<file path="src/rtl/fir_result_reader.sv">
// fir_result_reader: read side of the FIR result register.
// Captures a DATA_W word on each enable strobe into a DEPTH-entry FIFO and
// unloads every word as NSLICE = DATA_W/OUT_W slices (LS slice first) over a
// valid/ready stream. Back-to-back words stream without a bubble.
//
// Ports:
//   clk        clock, all logic on posedge
//   reset      synchronous, active-high
//   enable     write strobe, data_in captured when 1
//   data_in    FIR result word
//   out_valid  out_data holds a valid slice
//   out_ready  consumer accepts the slice
//   out_data   current slice
//   out_last   high on the final slice of a word
//   level      words held, including the word being unloaded
//   overflow   sticky: a strobe was dropped because the FIFO was full
//   out_parity (FIR_RD_PARITY_EN) ^out_data, 0 while out_valid=0
//   parity_err (FIR_RD_PARITY_EN) sticky: stored parity mismatched at pop
//
// Optional feature macro: FIR_RD_PARITY_EN (per-entry parity bit + checks).
module fir_result_reader #(
   parameter int unsigned DATA_W = 32,
   parameter int unsigned OUT_W  = 16,
   parameter int unsigned DEPTH  = 4
) (
   input  logic                     clk,
   input  logic                     reset,
   input  logic                     enable,
   input  logic [DATA_W-1:0]        data_in,
   output logic                     out_valid,
   input  logic                     out_ready,
   output logic [OUT_W-1:0]         out_data,
   output logic                     out_last,
   output logic [$clog2(DEPTH):0]   level,
   output logic                     overflow
`ifdef FIR_RD_PARITY_EN
   ,
   output logic                     out_parity,
   output logic                     parity_err
`endif
);

   localparam int unsigned NSLICE = DATA_W / OUT_W;
   localparam int unsigned AW     = $clog2(DEPTH);
   localparam int unsigned LW     = AW + 1;
   localparam int unsigned KW     = (NSLICE > 1) ? $clog2(NSLICE) : 1;

   typedef enum logic {
      S_IDLE = 1'b0,
      S_SEND = 1'b1
   } state_t;

   // Extract slice idx of a word.
   function automatic logic [OUT_W-1:0] slice_of(input logic [DATA_W-1:0] w,
                                                 input logic [KW-1:0]     idx);
      return w[idx*OUT_W +: OUT_W];
   endfunction

   logic [DATA_W-1:0] mem_q [DEPTH];
   logic [AW-1:0]     wr_ptr_q, rd_ptr_q;
   logic [LW-1:0]     level_q, level_d;
   logic [KW-1:0]     k_q;
   state_t            state_q;
   logic              out_valid_q, out_last_q, overflow_q;
   logic [OUT_W-1:0]  out_data_q;

   logic              xfer, pop, push;
   logic [DATA_W-1:0] head, next_head;

   assign xfer = out_valid_q & out_ready;
   assign pop  = xfer & out_last_q;
   assign push = enable & ((level_q != LW'(DEPTH)) | pop);
   assign head = mem_q[rd_ptr_q];
   // With one word left and a concurrent push, the next head is still in flight.
   assign next_head = (level_q == LW'(1)) ? data_in : mem_q[rd_ptr_q + AW'(1)];

   // Occupancy update.
   always_comb begin
      level_d = level_q;
      case ({push, pop})
         2'b10:   level_d = level_q + LW'(1);
         2'b01:   level_d = level_q - LW'(1);
         default: level_d = level_q;
      endcase
   end

   // FIFO storage; stale entries after reset are ignored via the pointers.
   always_ff @(posedge clk) begin
      if (!reset && push) begin
         mem_q[wr_ptr_q] <= data_in;
      end
   end

`ifdef FIR_RD_PARITY_EN
   logic             par_mem_q [DEPTH];
   logic             out_parity_q, parity_err_q;

   always_ff @(posedge clk) begin
      if (!reset && push) begin
         par_mem_q[wr_ptr_q] <= ^data_in;
      end
   end

   // Parity checked on pop, parity output registered with out_data.
   always_ff @(posedge clk) begin
      if (reset) begin
         out_parity_q <= 1'b0;
         parity_err_q <= 1'b0;
      end else begin
         if (pop && (par_mem_q[rd_ptr_q] != ^head)) begin
            parity_err_q <= 1'b1;
         end
         case (state_q)
            S_IDLE: begin
               if (level_q != '0) out_parity_q <= ^slice_of(head, '0);
            end
            S_SEND: begin
               if (xfer) begin
                  if (!out_last_q)           out_parity_q <= ^slice_of(head, k_q + KW'(1));
                  else if (level_d != '0)    out_parity_q <= ^slice_of(next_head, '0);
                  else                       out_parity_q <= 1'b0;
               end
            end
            default: out_parity_q <= 1'b0;
         endcase
      end
   end

   assign out_parity = out_parity_q;
   assign parity_err = parity_err_q;
`endif

   // Pointers, flags and the unload FSM with registered outputs.
   always_ff @(posedge clk) begin
      if (reset) begin
         state_q     <= S_IDLE;
         wr_ptr_q    <= '0;
         rd_ptr_q    <= '0;
         level_q     <= '0;
         k_q         <= '0;
         out_valid_q <= 1'b0;
         out_last_q  <= 1'b0;
         out_data_q  <= '0;
         overflow_q  <= 1'b0;
      end else begin
         level_q <= level_d;
         if (push)           wr_ptr_q   <= wr_ptr_q + AW'(1);
         if (pop)            rd_ptr_q   <= rd_ptr_q + AW'(1);
         if (enable && !push) overflow_q <= 1'b1;

         case (state_q)
            S_IDLE: begin
               if (level_q != '0) begin
                  state_q     <= S_SEND;
                  out_valid_q <= 1'b1;
                  k_q         <= '0;
                  out_data_q  <= slice_of(head, '0);
                  out_last_q  <= (NSLICE == 1);
               end
            end
            S_SEND: begin
               if (xfer) begin
                  if (!out_last_q) begin
                     k_q        <= k_q + KW'(1);
                     out_data_q <= slice_of(head, k_q + KW'(1));
                     out_last_q <= ((k_q + KW'(1)) == KW'(NSLICE - 1));
                  end else begin
                     k_q <= '0;
                     if (level_d != '0) begin
                        out_data_q <= slice_of(next_head, '0);
                        out_last_q <= (NSLICE == 1);
                     end else begin
                        state_q     <= S_IDLE;
                        out_valid_q <= 1'b0;
                        out_last_q  <= 1'b0;
                        out_data_q  <= '0;
                     end
                  end
               end
            end
            default: begin
               state_q     <= S_IDLE;
               out_valid_q <= 1'b0;
               out_last_q  <= 1'b0;
            end
         endcase
      end
   end

   assign out_valid = out_valid_q;
   assign out_data  = out_data_q;
   assign out_last  = out_last_q;
   assign level     = level_q;
   assign overflow  = overflow_q;

endmodule

</file>
<file path="config.mk">
export PLATFORM = sky130hd
export DESIGN_NAME = fir_result_reader
export DESIGN_NICKNAME = d
export VERILOG_FILES = /design/src/rtl/fir_result_reader.sv
export SDC_FILE = /design/constraint.sdc
export NUM_CORES = 1
export LEC_CHECK = 0
export ABC_AREA = 0
export ABC_CLOCK_PERIOD_IN_PS = 3650
export CAP_MARGIN = 5
export CORE_MARGIN = 10
export CORE_UTILIZATION = 45
export DETAILED_ROUTE_END_ITERATION = 8
export PLACE_DENSITY = 0.63
export SYNTH_ARGS = -nofsm -noshare
export SYNTH_HDL_FRONTEND = slang
export SYNTH_SLANG_ARGS = --single-unit
</file>
<file path="constraint.sdc">
create_clock -name clk -period 3.65 [get_ports clk]
set_input_delay 0.365 -clock clk [delete_from_list [all_inputs] [get_ports clk]]
set_output_delay 0.365 -clock clk [all_outputs]
set_load 0.005 [all_outputs]
</file>
Word-level counts from Yosys, hierarchy flattened. Memory sizes are Yosys's and may differ from the RTL's. A register that Yosys moved wholly into a read port is not among the register bits. Index checks and enable logic that the tools add are counted.

$mul: 0. Eq/ne operators: 8. Muxes and demuxes: 25. $lt $le $gt $ge: 0. Bitwise logic cells: 5. Reductions and logical operators: 8. $add $sub $neg: 5. Div/mod/pow operators: 0. Shift operators: 1.

Operators with widths (number): 16-bit two-way mux (5); 16-bit case mux with 2 select lines (1); 32-bit by 6-bit variable part select with 16-bit output (1); 1-bit two-way mux (13); 1-bit case mux with 2 select lines (3); 3-bit case mux with 2 select lines (1); 3-bit nonzero test (2); 2-bit by 1-bit adder with 2-bit output, second input constant (2); 2-bit two-way mux (2); 2-bit by 1-bit != test with 1-bit output, second input constant (2); 2-bit != test, second input constant (2); 4-bit AND reduction (1); 3-bit by 1-bit adder with 3-bit output, second input constant (1); 1-bit bitwise AND (3); 3-bit by 1-bit equality test with 1-bit output, second input constant (1); 3-bit != test, second input constant (1); 3-bit by 1-bit subtractor with 3-bit output, second input constant (1); 2-bit by 1-bit equality test with 1-bit output, second input constant (1); 2-bit equality test, second input constant (1); 1-bit logical AND (2); 1-bit zero test (2); 2-bit AND reduction (1); 1-bit adder, second input constant (1); 1-bit NOT (1); 1-bit OR (1).

Input port bits: 36. Memories: 1. Word-level logic and storage cells: 61. Bits in writable memories: 128. Memory bits (read-only): 0. Latch bits: 0. Register bits: 27.

Memory list: mem_q (words 4, width 32, rd ports 2, clocked after Yosys merged registers in 1, wr ports 1, RTL line 59) `logic [DATA_W-1:0] mem_q [DEPTH];`.

Longest topological paths before layout.
Depth after elaboration: 11. Gate-level depth with buffers: 11. Mapped depth without buffers: 10.

Worst setup path before layout. Ideal clock, no wire load.

Kind: flip-flop to flip-flop. Start point: register level_q[2], in the netlist level[2]. End point: register out_data_q[12], in the netlist out_data[12]. Clock period less this slack: 2.704 ns. Cell stages (with the launch flop): 11. Required time: 3.520 ns. Buffers on the path: 2. Setup slack: 0.946 ns. Data arrival time: 2.575 ns. Path through: dfxtp_1 clkbuf_1 nand2_1 o21ai_1 inv_1 ha_1 nor3b_1 a211oi_1 a211oi_2 buf_2 o22ai_1.

Word-level cells in the longest chain between the ends: 10.

RTL lines: start, declared (RTL line 61) `logic [LW-1:0] level_q, level_d;`; start signal, assigned (RTL line 146) `level_q <= level_d;`; 3-bit != test (RTL line 72) `assign push = enable & ((level_q != LW'(DEPTH)) | pop);`; 1-bit OR (RTL line 72); 1-bit bitwise AND (RTL line 72); 2-bit by 1-bit equality test with 1-bit output or 2-bit equality test (tied branches) (RTL line 80) `case ({push, pop})`; 3-bit case mux with 2 select lines (RTL line 80); 3-bit nonzero test (RTL line 169) `if (level_d != '0) begin`; 16-bit two-way mux (RTL line 169); 16-bit two-way mux (RTL line 163) `if (!out_last_q) begin`; 16-bit two-way mux (RTL line 162) `if (xfer) begin`; 16-bit case mux with 2 select lines (RTL line 151) `case (state_q)`; end signal, assigned (RTL line 157) `out_data_q <= slice_of(head, '0);`; end signal, assigned (RTL line 165) `out_data_q <= slice_of(head, k_q + KW'(1));`; end signal, assigned (RTL line 170) `out_data_q <= slice_of(next_head, '0);`; end, declared (RTL line 65) `logic [OUT_W-1:0] out_data_q;`.

Parallel ways exist; a longest one is shown, timed or not. The select of a mux whose other input is x is not followed. A chain may end at the register's enable or synchronous reset.

Final worst setup path.
Start point: register level_q[0], in the netlist level[0]. End point: register out_data_q[5], in the netlist out_data[5].

The elaborated chain is that of the path after synthesis.

==> results.json <==
{
  "final_antenna_net_count": 0,
  "timing.rr.start": "level[0]",
  "worstReg2RegEnd": "out_data[5]",
  "dieArea_um2": 21200,
  "worstPathRequired_ns": 3.95,
  "layout_commonest_cell": "edfxtp_1",
  "initial_core_util": 0.462,
  "finalSetupViolCount": 0,
  "placed_area_um2": 7890,
  "slowest_stage": "dfxtp_1",
  "async_flop_share": 0,
  "hold_viol": 0,
  "cts-buffers-inserted": 17,
  "final_cell_mix": "128 x edfxtp_1, 58 x mux2i_1, 57 x clkdlybuf4s50_1, 28 x o22ai_1, 27 x dfxtp_1",
  "reg2reg_depth": 11,
  "fin_crit_ns": 3.00,
  "dr.pass1.iters": 6,
  "slew_headroom": 0.337,
  "crit_cells": 11,
  "hp-start": "overflow",
  "core_area_um2": 15300,
  "vias": 4654,
  "crit_fanout": 16,
  "wirelength_um": 17300,
  "post-cts-setup-buffers": 0,
  "synthesis.nets": 537,
  "status": "complete, no violations",
  "syn_area_per_cell_um2": 14.5,
  "fp.dieH_um": 145,
  "cp.arrival_ns": 3.30,
  "wl_per_cell_um": 22.3,
  "ys_ff_latch": 157,
  "antenna_cells": 0,
  "grt_usage": 0.164,
  "vias_per_cell": 6.01,
  "power.density_nw_per_um2": 503,
  "hold_path_class": "flop to flop",
  "cp_slowest_stage_delay_ns": 0.41,
  "tns_ns": 0,
  "synth_edf_count": 128,
  "clock_skew_ns": 0.00578,
  "hold_path_depth": 2,
  "layout-drive-gt1-share": 0.160,
  "worstHoldEndpoint": "overflow",
  "dr_wl_met3_um": 1080,
  "syn2layout_area_growth_pct": 20.3,
  "cts.clk_slew.worst_paths_ns": 0.06,
  "ys.flop_type": "edfxtp_1",
  "synth.yosys.warnings": 0,
  "finalInstanceArea_um2": 8520,
  "path_cells": "inv_1 -> ha_1 -> nand2_1 -> o21ai_1 -> inv_1 -> ha_1 -> nor3b_1 -> a211oi_1 -> a211oi_2 -> buf_4 -> o22ai_1",
  "top_layer": "met4",
  "grt_pass1_wl_um": 27500,
  "ys_seq_area_frac": 0.625,
  "cts_tree": "built",
  "portBuffers": 57,
  "grt_start_max_net_pins": 35,
  "row_count": 45,
  "min_period_over_period": 0.822,
  "cts_resized": 0,
  "max_cap_violations": 0,
  "cp-start-kind": "flop",
  "ctsHtreeMaxLevel": 4,
  "grt-ovfl-total": 0,
  "worst_pin_slew_ns": 0.993,
  "dp_hpwl_um": 10800,
  "dp_slack_ns": 0.402,
  "ctsHoldBuffers": 0,
  "ff2ff_setup_slack_ns": 0.65,
  "gp_congestion": 0.814,
  "cts_sinks": 157,
  "wl_met1_um": 7500,
  "ios": 58,
  "p_leak_nw": 2.66,
  "holdWs_ns": 0.479,
  "clk_latency_ns": 0.42,
  "post-route-util": 0.556,
  "rsz0062_at_grt": "no",
  "post-route-drc-count": 0,
  "syn-cell-area_um2": 7080,
  "antenna_found_initial": 0,
  "die_w_um": 145,
  "synth_cells": 490,
  "route.met2.wl_um": 8210,
  "grt_pass1_vias": 4904,
  "root_buffer": "clkbuf_16",
  "nets": 598,
  "endpoint_kind": "flop",
  "cp.buffers_inverters": 3,
  "clockBufferDepth": 2,
  "max_freq_ghz": 0.333,
  "critPathTopFamily": "compound AO/OA/AOI/OAI gates",
  "postLayoutSetupSlackWorst_ns": 0.648,
  "critPathKind": "flop to flop",
  "finalMaxSlewViolations": 0,
  "synth.distinct_cells": 44,
  "drt_iter0_drc": 346,
  "ir_drop_mv": 0.375
}
==> power by group <==
group          total (W)  switching, W  internal, W
Clock            0.00189      0.000735      0.00116
Sequential       0.00205     0.0000461      0.00201
Combinational   0.000346      0.000181     0.000165
==> state kept, by name, summed over array words and instances (netlist names), 2 cells and up, named ones only <==
name	count
level	3
mem_q	128
out_data	16
rd_ptr_q	2
wr_ptr_q	2
==> Yosys cell counts (5+ instances only) <==
cell | n | share of area
nor2_1 | 19 | 0.010
mux2i_1 | 58 | 0.082
a31oi_1 | 10 | 0.0088
a211oi_1 | 6 | 0.0064
a211o_1 | 5 | 0.0062
dfxtp_1 | 29 | 0.082
clkbuf_1 | 15 | 0.0080
edfxtp_1 | 128 | 0.54
o211ai_1 | 11 | 0.012
o2111ai_1 | 9 | 0.011
nor3_1 | 5 | 0.0035
mux4_2 | 13 | 0.041
mux2_2 | 19 | 0.030
nand2b_1 | 5 | 0.0044
nor3b_1 | 10 | 0.011
a221oi_1 | 9 | 0.011
buf_2 | 15 | 0.011
o21ai_0 | 17 | 0.012
inv_1 | 9 | 0.0048
o22ai_1 | 28 | 0.025
a21oi_1 | 8 | 0.0057
and2_1 | 5 | 0.0044
ha_1 | 11 | 0.019
nand3_1 | 11 | 0.0078
==> worst min-delay path: stages (launching register included) <==
cell and delay, ns:
dfxtp_1 0.33, a21oi_1 0.04, nor2_1 0.07
==> how the worst max path moves through the flow <==
stage          startpoint            to  slack, ns
2_1_floorplan    level[2]  out_data[12]       0.95
3_3_place_gp    out_ready   out_data[5]       0.62
3_5_place_dp    out_ready   out_data[5]       0.40
4_1_cts          level[0]   out_data[5]       0.72
5_1_grt          level[0]  out_data[12]       0.36
6_report         level[0]   out_data[5]       0.65
==> through the flow <==
step | total power [W] | instances
after detailed placement | 0.00243 | 743
after CTS | 0.00431 | 775
after floorplan | 0.00225 | 490
after global routing | 0.00444 | 775
after global placement | 0.00242 | 743
final | 0.00429 | 775
==> kinds of logic (layout without fill, tap and decap cells) <==
kind of cell | count (synthesis) | after routing | share of synthesized area
simple gates | 69 | 69 | 0.0532
xor+xnor | 3 | 3 | 0.00371
buf+inv | 45 | 119 | 0.0309
flops | 157 | 157 | 0.625
mux | 92 | 92 | 0.158
fa+ha+maj | 11 | 11 | 0.0194
compound gates | 113 | 113 | 0.110
==> routing by layer <==
metal  up-vias  track usage
li1       2085            -
met4         0       0.0829
met2       180        0.253
met3        36       0.0410
met1      2353        0.212
met5         -            0
==> layout make-up <==
type                    count  area [um2]
well taps                 211         264
clock buffers              17         425
multi-input cells         288        2440
fillers                  1224        6800
repair buffers             76         713
clock inverters            15         208
flip-flops and latches    157        4430
inverters                  11        41.3
No activity file was read; power rests on OpenSTA's default activity.
